**config.mk**
```make
export PLATFORM = sky130hd
export DESIGN_NAME = nx_round_sequencer_flat
export DESIGN_NICKNAME = d
export VERILOG_FILES = /design/src/rtl/nx_round_sequencer_pkg.sv /design/src/rtl/nx_round_sequencer_if.sv /design/src/rtl/nx_round_sequencer_mix8.sv /design/src/rtl/nx_round_sequencer.sv /design/src/flat_wrapper.sv
export SDC_FILE = /design/constraint.sdc
export NUM_CORES = 1
export LEC_CHECK = 0
export CAP_MARGIN = 20
export CELL_PAD_IN_SITES_DETAIL_PLACEMENT = 1
export CELL_PAD_IN_SITES_GLOBAL_PLACEMENT = 2
export CORE_ASPECT_RATIO = 1.75
export CORE_MARGIN = 5
export CORE_UTILIZATION = 33
export DETAILED_ROUTE_END_ITERATION = 10
export DONT_BUFFER_PORTS = 1
export HOLD_SLACK_MARGIN = 0.02
export PLACE_DENSITY = 0.77
export SLEW_MARGIN = 20
export SYNTH_ARGS = -nofsm -noshare
export SYNTH_HDL_FRONTEND = slang
export SYNTH_HIERARCHICAL = 1
export SYNTH_SLANG_ARGS = --single-unit
```
**constraint.sdc**
```tcl
create_clock -name clk -period 1.87 [get_ports clk]
set_clock_uncertainty 0.05 [all_clocks]
set_input_delay 0.374 -clock clk [delete_from_list [all_inputs] [get_ports clk]]
set_output_delay 0.374 -clock clk [all_outputs]
set_load 0.05 [all_outputs]
```
**src/rtl/nx_round_sequencer_pkg.sv**
```systemverilog
// Shared types and constants for the NOR-XOR round sequencer.
package nx_seq_pkg;

    localparam int NX_W = 8;
    localparam logic [NX_W-1:0] NX_STATE_RST = 8'h00;

    typedef enum logic [1:0] {
        ST_IDLE = 2'd0,
        ST_RUN  = 2'd1,
        ST_HOLD = 2'd2
    } seq_state_e;

endpackage

```
**src/rtl/nx_round_sequencer_if.sv**
```systemverilog
// Job handshake between the tile I/O wrapper (master) and the round sequencer (slave).
interface nx_round_sequencer_if #(
    parameter int ROUND_W = 4
);
    import nx_seq_pkg::*;

    logic               in_valid;
    logic               in_ready;
    logic [NX_W-1:0]    din;
    logic [ROUND_W-1:0] num_rounds;
    logic               out_valid;
    logic               out_ready;
    logic [NX_W-1:0]    dout;
    logic               busy;

    modport master (
        output in_valid, din, num_rounds, out_ready,
        input  in_ready, out_valid, dout, busy
    );

    modport slave (
        input  in_valid, din, num_rounds, out_ready,
        output in_ready, out_valid, dout, busy
    );

endinterface

```
**src/rtl/nx_round_sequencer_mix8.sv**
```systemverilog
// nx_mix8: one combinational round of the 8-bit NOR-XOR mixing network.
module nx_mix8 (
    input  logic [7:0] x,
    output logic [7:0] y
);

    function automatic logic nor2(input logic a, input logic b);
        return ~(a | b);
    endfunction

    // Later taps feed on earlier outputs, so keep them as scalars to avoid a self-referencing vector.
    logic y0, y1, y2, y3, y4, y5, y6, y7;

    assign y6 = x[4] ^ nor2(x[7], x[6]);
    assign y2 = x[6] ^ nor2(x[2], x[1]);
    assign y5 = x[0] ^ nor2(x[3], x[2]);
    assign y7 = x[5] ^ nor2(y6, y5);
    assign y3 = x[1] ^ nor2(y5, x[3]);
    assign y4 = x[3] ^ nor2(y7, y6);
    assign y1 = x[7] ^ nor2(y2, y7);
    assign y0 = x[2] ^ nor2(y3, y1);

    assign y = {y7, y6, y5, y4, y3, y2, y1, y0};

endmodule

```
**src/rtl/nx_round_sequencer.sv**
```systemverilog
// Round sequencer for nx_mix8: one mix round per clock, result held until taken.
// Build option NX_ROUND_KEY_EN: XOR the round index into the state before each round.
//
// state | meaning
// IDLE  | ready for a job; in_ready high
// RUN   | applying one mix round per clock; busy high
// HOLD  | result in dout; out_valid high until out_ready
module nx_round_sequencer
    import nx_seq_pkg::*;
#(
    parameter int ROUND_W = 4
) (
    input  logic                  clk,
    input  logic                  rst_n,
    nx_round_sequencer_if.slave   bus
);

    seq_state_e         fsm_q, fsm_d;
    logic [NX_W-1:0]    state_q, state_d;
    logic [ROUND_W-1:0] cnt_q, cnt_d;
    logic [NX_W-1:0]    mix_x, mix_y;

`ifdef NX_ROUND_KEY_EN
    logic [ROUND_W-1:0] ridx_q, ridx_d;

    assign mix_x = state_q ^ {{(NX_W-ROUND_W){1'b0}}, ridx_q};

    always_ff @(posedge clk or negedge rst_n) begin
        if (!rst_n) begin
            ridx_q <= '0;
        end else begin
            ridx_q <= ridx_d;
        end
    end

    always_comb begin
        ridx_d = ridx_q;
        if (fsm_q == ST_IDLE && bus.in_valid) begin
            ridx_d = '0;
        end else if (fsm_q == ST_RUN) begin
            ridx_d = ridx_q + ROUND_W'(1);
        end
    end
`else
    assign mix_x = state_q;
`endif

    nx_mix8 u_mix (
        .x (mix_x),
        .y (mix_y)
    );

    always_ff @(posedge clk or negedge rst_n) begin
        if (!rst_n) begin
            fsm_q   <= ST_IDLE;
            state_q <= NX_STATE_RST;
            cnt_q   <= '0;
        end else begin
            fsm_q   <= fsm_d;
            state_q <= state_d;
            cnt_q   <= cnt_d;
        end
    end

    always_comb begin
        fsm_d   = fsm_q;
        state_d = state_q;
        cnt_d   = cnt_q;
        unique case (fsm_q)
            ST_IDLE: begin
                if (bus.in_valid) begin
                    state_d = bus.din;
                    cnt_d   = bus.num_rounds;
                    fsm_d   = (bus.num_rounds != '0) ? ST_RUN : ST_HOLD;
                end
            end
            ST_RUN: begin
                state_d = mix_y;
                // The counter saturates at zero; RUN is only entered with a non-zero count.
                if (cnt_q != '0) begin
                    cnt_d = cnt_q - ROUND_W'(1);
                end
                if (cnt_q <= ROUND_W'(1)) begin
                    fsm_d = ST_HOLD;
                end
            end
            ST_HOLD: begin
                if (bus.out_ready) begin
                    fsm_d = ST_IDLE;
                end
            end
            default: begin
                fsm_d = ST_IDLE;
            end
        endcase
    end

    assign bus.in_ready  = (fsm_q == ST_IDLE);
    assign bus.busy      = (fsm_q == ST_RUN);
    assign bus.out_valid = (fsm_q == ST_HOLD);
    assign bus.dout      = state_q;

endmodule

```
**src/flat_wrapper.sv**
```systemverilog
// flat-port wrapper written by rule: the top's interface ports become plain ports
module nx_round_sequencer_flat import nx_seq_pkg::*;
#(
    parameter int ROUND_W = 4
)
  (clk, rst_n, bus_in_valid, bus_din, bus_num_rounds, bus_out_ready, bus_in_ready, bus_out_valid, bus_dout, bus_busy);
  nx_round_sequencer_if #(.ROUND_W(ROUND_W)) bus_i ();
  input  logic clk;
  input  logic rst_n;
  input wire logic [$bits(bus_i.in_valid)-1:0] bus_in_valid;
  input wire logic [$bits(bus_i.din)-1:0] bus_din;
  input wire logic [$bits(bus_i.num_rounds)-1:0] bus_num_rounds;
  input wire logic [$bits(bus_i.out_ready)-1:0] bus_out_ready;
  output wire logic [$bits(bus_i.in_ready)-1:0] bus_in_ready;
  output wire logic [$bits(bus_i.out_valid)-1:0] bus_out_valid;
  output wire logic [$bits(bus_i.dout)-1:0] bus_dout;
  output wire logic [$bits(bus_i.busy)-1:0] bus_busy;
  assign bus_i.in_valid = bus_in_valid;
  assign bus_i.din = bus_din;
  assign bus_i.num_rounds = bus_num_rounds;
  assign bus_i.out_ready = bus_out_ready;
  assign bus_in_ready = bus_i.in_ready;
  assign bus_out_valid = bus_i.out_valid;
  assign bus_dout = bus_i.dout;
  assign bus_busy = bus_i.busy;
  nx_round_sequencer #(.ROUND_W(ROUND_W)) u_core (.clk(clk), .rst_n(rst_n), .bus(bus_i));
endmodule
```
### Word-level counts from Yosys, hierarchy flattened

Index checks and enable logic that the tools add are counted.

| word-level totals | value |
|---|---|
| bits in registers | 14 |
| latch bits | 0 |
| bits in writable memories | 0 |
| ROM bits | 0 |
| input bits | 16 |
| logic and storage cells | 52 |
| memories kept | 0 |

| cells by class | value |
|---|---|
| $add $sub $neg | 1 |
| multiply operators | 0 |
| divide/modulo/power cells | 0 |
| order comparisons | 1 |
| equal/unequal tests | 6 |
| shift operators | 0 |
| mux-type cells | 10 |
| bitwise logic cells | 24 |
| reduce and logical (&&, ||, !) cells | 7 |

Operators by type and width:

| kind | number |
|---|---|
| $pmux W8 S2 | 1 |
| $mux W2 | 4 |
| $mux W4 | 2 |
| $mux W8 | 1 |
| $not A1 Y1 | 8 |
| $or A1 B1 Y1 | 8 |
| $pmux W4 S2 | 1 |
| $reduce_bool A4 Y1 | 2 |
| $xor A1 B1 Y1 | 8 |
| $pmux W2 S3 | 1 |
| $reduce_and A3 Y1 | 2 |
| $le A4 B1 Y1 const B | 1 |
| $ne A2 B1 Y1 const B | 2 |
| $ne A2 B2 Y1 const B | 2 |
| $sub A4 B1 Y4 const B | 1 |
| $eq A2 B1 Y1 const B | 1 |
| $eq A2 B2 Y1 const B | 1 |
| $logic_not A2 Y1 | 1 |
| $reduce_and A2 Y1 | 1 |
| $reduce_bool A2 Y1 | 1 |

### Logic depth before layout (Yosys ltp)

| logic depth | value |
|---|---|
| depth after elaboration | 13 |
| gate-level depth with buffers | 8 |

### Modules after synthesis

The synthesis kept the hierarchy.

By module, submodules not included:

| module | times used | cells an instance | area each (um2) |
|---|---|---|---|
| nx_round_sequencer | 1 | 78 | 812.0 |
| nx_mix8 | 1 | 36 | 254.0 |

### Worst setup path after synthesis

No wires, ideal clock.

| timing | value |
|---|---|
| kind | register to register |
| start point | register u_core.state_q[2], in the netlist u_core/bus.dout[2] |
| end point | register u_core.state_q[0], in the netlist u_core/bus.dout[0] |
| library setup time | 127 ps |
| arrival | 2114 ps |
| data required time | 1693 ps |
| slack | -421 ps |
| cell stages (with the launch flop) | 9 |
| period minus slack after synthesis | 2291 ps |
| path through | dfrtp_1 -> or3_4 -> nand4_2 -> mux2i_2 -> mux2i_1 -> xnor2_1 -> buf_4 -> mux2i_1 -> o21ai_0 |

| on the way | value |
|---|---|
| word-level cells in the longest chain between the ends | 13 |
| elaborated cells on any way between the ends | 19 |
| those cells by class | 1 x mux; 18 x bitwise |

Ends and longest elaborated chain:

| what | line | RTL |
|---|---|---|
| start: declaration | nx_round_sequencer.sv:19 | `logic [NX_W-1:0] state_q, state_d;` |
| start signal: assignment | nx_round_sequencer.sv:60 | `state_q <= state_d;` |
| $or A1 B1 Y1 | nx_round_sequencer_mix8.sv:8 | `return ~(a \| b);` |
| $not A1 Y1 | nx_round_sequencer_mix8.sv:8 |  |
| $xor A1 B1 Y1 | nx_round_sequencer_mix8.sv:16 | `assign y5 = x[0] ^ nor2(x[3], x[2]);` |
| $or A1 B1 Y1 | nx_round_sequencer_mix8.sv:8 |  |
| $not A1 Y1 | nx_round_sequencer_mix8.sv:8 |  |
| $xor A1 B1 Y1 | nx_round_sequencer_mix8.sv:17 | `assign y7 = x[5] ^ nor2(y6, y5);` |
| $or A1 B1 Y1 | nx_round_sequencer_mix8.sv:8 |  |
| $not A1 Y1 | nx_round_sequencer_mix8.sv:8 |  |
| $xor A1 B1 Y1 | nx_round_sequencer_mix8.sv:20 | `assign y1 = x[7] ^ nor2(y2, y7);` |
| $or A1 B1 Y1 | nx_round_sequencer_mix8.sv:8 |  |
| $not A1 Y1 | nx_round_sequencer_mix8.sv:8 |  |
| $xor A1 B1 Y1 * | nx_round_sequencer_mix8.sv:21 | `assign y0 = x[2] ^ nor2(y3, y1);` |
| net u_core.u_mix.y0 | nx_round_sequencer_mix8.sv:12 | `logic y0, y1, y2, y3, y4, y5, y6, y7;` |
| $pmux W8 S2 * | nx_round_sequencer.sv:69 | `unique case (fsm_q)` |

The timed path passes the listed nets; every way through them passes the cells marked *.
A chain may end at the register's enable or synchronous reset.

### Final worst setup path

| timing | value |
|---|---|
| start point | register u_core.state_q[7], in the netlist u_core/bus.dout[7] |
| end point | register u_core.state_q[0], in the netlist u_core/bus.dout[0] |

| on the way | value |
|---|---|
| word-level cells in the longest chain between the ends | 13 |

Ends and longest elaborated chain:

| what | line | RTL |
|---|---|---|
| $or A1 B1 Y1 | nx_round_sequencer_mix8.sv:8 |  |
| $not A1 Y1 | nx_round_sequencer_mix8.sv:8 |  |
| $xor A1 B1 Y1 | nx_round_sequencer_mix8.sv:14 | `assign y6 = x[4] ^ nor2(x[7], x[6]);` |
| $or A1 B1 Y1 | nx_round_sequencer_mix8.sv:8 |  |
| $not A1 Y1 | nx_round_sequencer_mix8.sv:8 |  |
| $xor A1 B1 Y1 | nx_round_sequencer_mix8.sv:17 |  |
| $or A1 B1 Y1 | nx_round_sequencer_mix8.sv:8 |  |
| $not A1 Y1 | nx_round_sequencer_mix8.sv:8 |  |
| $xor A1 B1 Y1 * | nx_round_sequencer_mix8.sv:20 |  |
| $or A1 B1 Y1 * | nx_round_sequencer_mix8.sv:8 |  |
| $not A1 Y1 * | nx_round_sequencer_mix8.sv:8 |  |
| $xor A1 B1 Y1 * | nx_round_sequencer_mix8.sv:21 |  |
| net u_core.mix_y[0] | nx_round_sequencer.sv:21 | `logic [NX_W-1:0] mix_x, mix_y;` |
| $pmux W8 S2 * | nx_round_sequencer.sv:69 |  |

Marked as above.

==> impl_metrics.json <==
{
  "hold_viol_final": 0,
  "dieWidth_microns": 53.0,
  "clkTransAtPathRegs_ns": 0.06,
  "reg2reg_depth": 7,
  "drtAntennaViolNets": 0,
  "setup_ws_ns": -0.0419,
  "synth.distinct_cells": 38,
  "numClockSinks": 14,
  "worst_pin_slew_ns": 0.685,
  "hold_path.class": "in -> reg",
  "setup_viol": 2,
  "syn_nets": 133,
  "syn_inst": 114,
  "arrival_ns": 2.02,
  "start_kind": "register",
  "syn_area_sq_um": 1070,
  "synth_warnings": 6,
  "drc": 0,
  "regArea_sq_um": 362,
  "slowest_stage": "dfrtp_2",
  "wl_per_cell_microns": 16.9,
  "cts_buffers": 3,
  "max_stage_delay_ns": 0.41,
  "multi_input_area_sq_um": 659,
  "dieArea_sq_um": 4510,
  "cts_buffer_depth": 2,
  "r2r_setup_slack_ns": -0.04,
  "n_antenna_cell": 0,
  "grt_pass1_vias": 986,
  "path_cells": "or3_4 -> nand4_4 -> mux2i_4 -> mux2i_1 -> xnor2_1 -> mux2i_1 -> o21ai_1",
  "worstSkewPairLatency_ns": 0.24,
  "finalCriticalPeriod_ns": 1.91,
  "layout-drive-gt1-share": 0.402,
  "place_congestion": 0.771,
  "cts-root-buf": "clkbuf_8",
  "fin_cells": 175,
  "timing.rr.start": "u_core/bus.dout[7]$_DFFE_PN0P_",
  "cp-end-kind": "register",
  "cp_common_cell": "mux2i_1",
  "ctsHtreeMaxLevel": 1,
  "grt_max_degree": 21,
  "outcome": "finished, violations left",
  "cts_tree": "built",
  "pin_count": 27,
  "dp.cells": 165,
  "avgSynthCellArea_sq_um": 9.35,
  "post_drt_via_cell_ratio": 5.12,
  "seq_area_frac_synth": 0.329,
  "die_height_microns": 85.2,
  "antenna_found_initial": 0,
  "fmax_mhz": 523,
  "crit_required_ns": 1.98,
  "startpoint": "u_core/bus.dout[7]$_DFFE_PN0P_",
  "wl_mm": 2.96,
  "rsz0062_at_grt": "yes",
  "period_share": 1.02,
  "io_buffers": 0,
  "final_nets": 152,
  "drv_slew": 0,
  "dpl.hpwl_mm": 2.30,
  "grt_pass1_wl_mm": 4.68,
  "failed_checks": "negative setup slack",
  "path_max_fanout": 3,
  "maxCapViolations": 0,
  "fillCellCount": 376,
  "hold_path_depth": 2,
  "rows": 27,
  "synth-seq-cells": 14,
  "place_ws_ns": -0.152,
  "dr.first_iter.drc_count": 13,
  "holdCritStartpoint": "bus_num_rounds[1]",
  "start_util": 0.339,
  "vias": 896,
  "area_delta_synth_final_pct": 26.9,
  "slew_headroom": 0.542,
  "grt.overflow.total": 0,
  "crit_type": "reg -> reg",
  "core-area_sq_um": 3140,
  "gr-usage-all-layers": 0.139,
  "hold_ws_ns": 0.278,
  "firstDrtPassIters": 4
}
[per-layer routing]
layer,global-route usage,vias up,share of wire
li1,-,436,-
met1,0.142,428,0.35
met3,0.0264,4,0.062
met2,0.260,28,0.57
met5,0,-,0
met4,0.0581,0,0.016
[timing repair]
action / CTS / global route
cloned: 0 / 0
pin swaps: 4 / 2
hold buffers: 1 / 0
setup endpoints to repair: 4 / 4
gates resized for setup: 6 / 8
buffers inserted: 4 / 2
endpoints found under the hold margin: 14 / 0
[cells by family (layout without fill, tap and decap cells)]
logic type	count (synthesis)	in the layout	synth area share
AND/OR/NAND/NOR	35	35	0.195
AO/OA/AOI/OAI	28	28	0.185
buffers and inverters	18	36	0.108
flip-flops	14	14	0.329
multiplexers	11	11	0.107
XOR/XNOR	5	5	0.0411
adder cells (fa/ha/maj)	3	3	0.0352
[cell usage in the layout, fill, tap and decap left out, drive strengths merged, types with 4 or more instances in the layout]
cell type  netlist  routed
buf             12      25
dfrtp           14      14
o21ai           13      13
nand2           11      11
mux2i           11      11
inv              5       6
clkbuf           0       4
nor3             4       4
nor3b            4       4
[metrics by stage]
stage / TNS (ns) / utilization / cell area, sq um
4_1_cts: -0.0901 / 0.414 / 1300
3_5_place_dp: -0.183 / 0.382 / 1200
3_3_place_gp: -0.0213 / 0.382 / 1200
6_report: -0.0779 / 0.431 / 1350
2_1_floorplan: -0.294 / - / 1090
5_1_grt: -0.329 / 0.431 / 1350
[flip-flops by register name, indices dropped and copies added, names as in the netlist]
register	count
u_core/bus.dout	8
u_core/cnt_q	4
u_core/fsm_q	2
[critical path, delay by kind of cell, from the launching register on]
kind	cells	cell delay (ns)
multiplexers	3	0.56
XOR/XNOR	1	0.15
AND/OR/NAND/NOR	2	0.53
AO/OA/AOI/OAI	1	0.13
flip-flops	1	0.41
[path summary, 6_finish.rpt]
kind,endpoint
worst min-delay path,u_core/cnt_q[1]$_DFFE_PN0P_
worst min register to register,u_core/bus.dout[4]$_DFFE_PN0P_
worst max-delay path,u_core/bus.dout[0]$_DFFE_PN0P_
min in group asynchronous,u_core/cnt_q[3]$_DFFE_PN0P_
worst max register to register,u_core/bus.dout[0]$_DFFE_PN0P_
max in group asynchronous,u_core/bus.dout[7]$_DFFE_PN0P_
[synthesized netlist by cell type]
master,count,area [sq um]
nand2b_4,1,13.8
nand2_1,11,41.3
o41ai_1,1,8.76
mux2i_1,10,100
o31ai_1,1,7.51
a22oi_1,1,7.51
nand2b_1,1,6.26
nand3_1,3,15.0
clkinv_2,1,5.00
buf_4,10,75.1
a31o_4,1,17.5
a21oi_1,3,15.0
a2111oi_0,1,8.76
and3_1,1,6.26
nor3b_1,4,30.0
buf_6,1,11.3
o21a_1,1,7.51
nor3_1,4,20.0
o21bai_1,2,15.0
o21ai_0,10,50.1
o21ai_1,3,15.0
buf_2,1,5.00
nand4_2,1,12.5
xnor2_1,3,26.3
ha_1,3,37.5
nor4bb_1,2,20.0
or3_4,1,11.3
o2bb2ai_1,2,17.5
mux2i_2,1,13.8
or3_1,1,6.26
or2_1,1,6.26
nor2_1,3,11.3
inv_1,5,18.8
o21bai_4,1,18.8
dfrtp_1,14,350
a211o_1,1,8.76
xor2_1,2,17.5
or3_2,1,7.51
[area by class of cell]
cell class	instances	area share
inverter	6	0.0185
sequential	14	0.267
tap	43	0.0398
multi-input combinational	82	0.488
clock buffer	4	0.0407
timing repair buffer	26	0.146
Power is not shown: default switching activity piles up to over one toggle a cycle in this logic, so the estimate is an artifact.
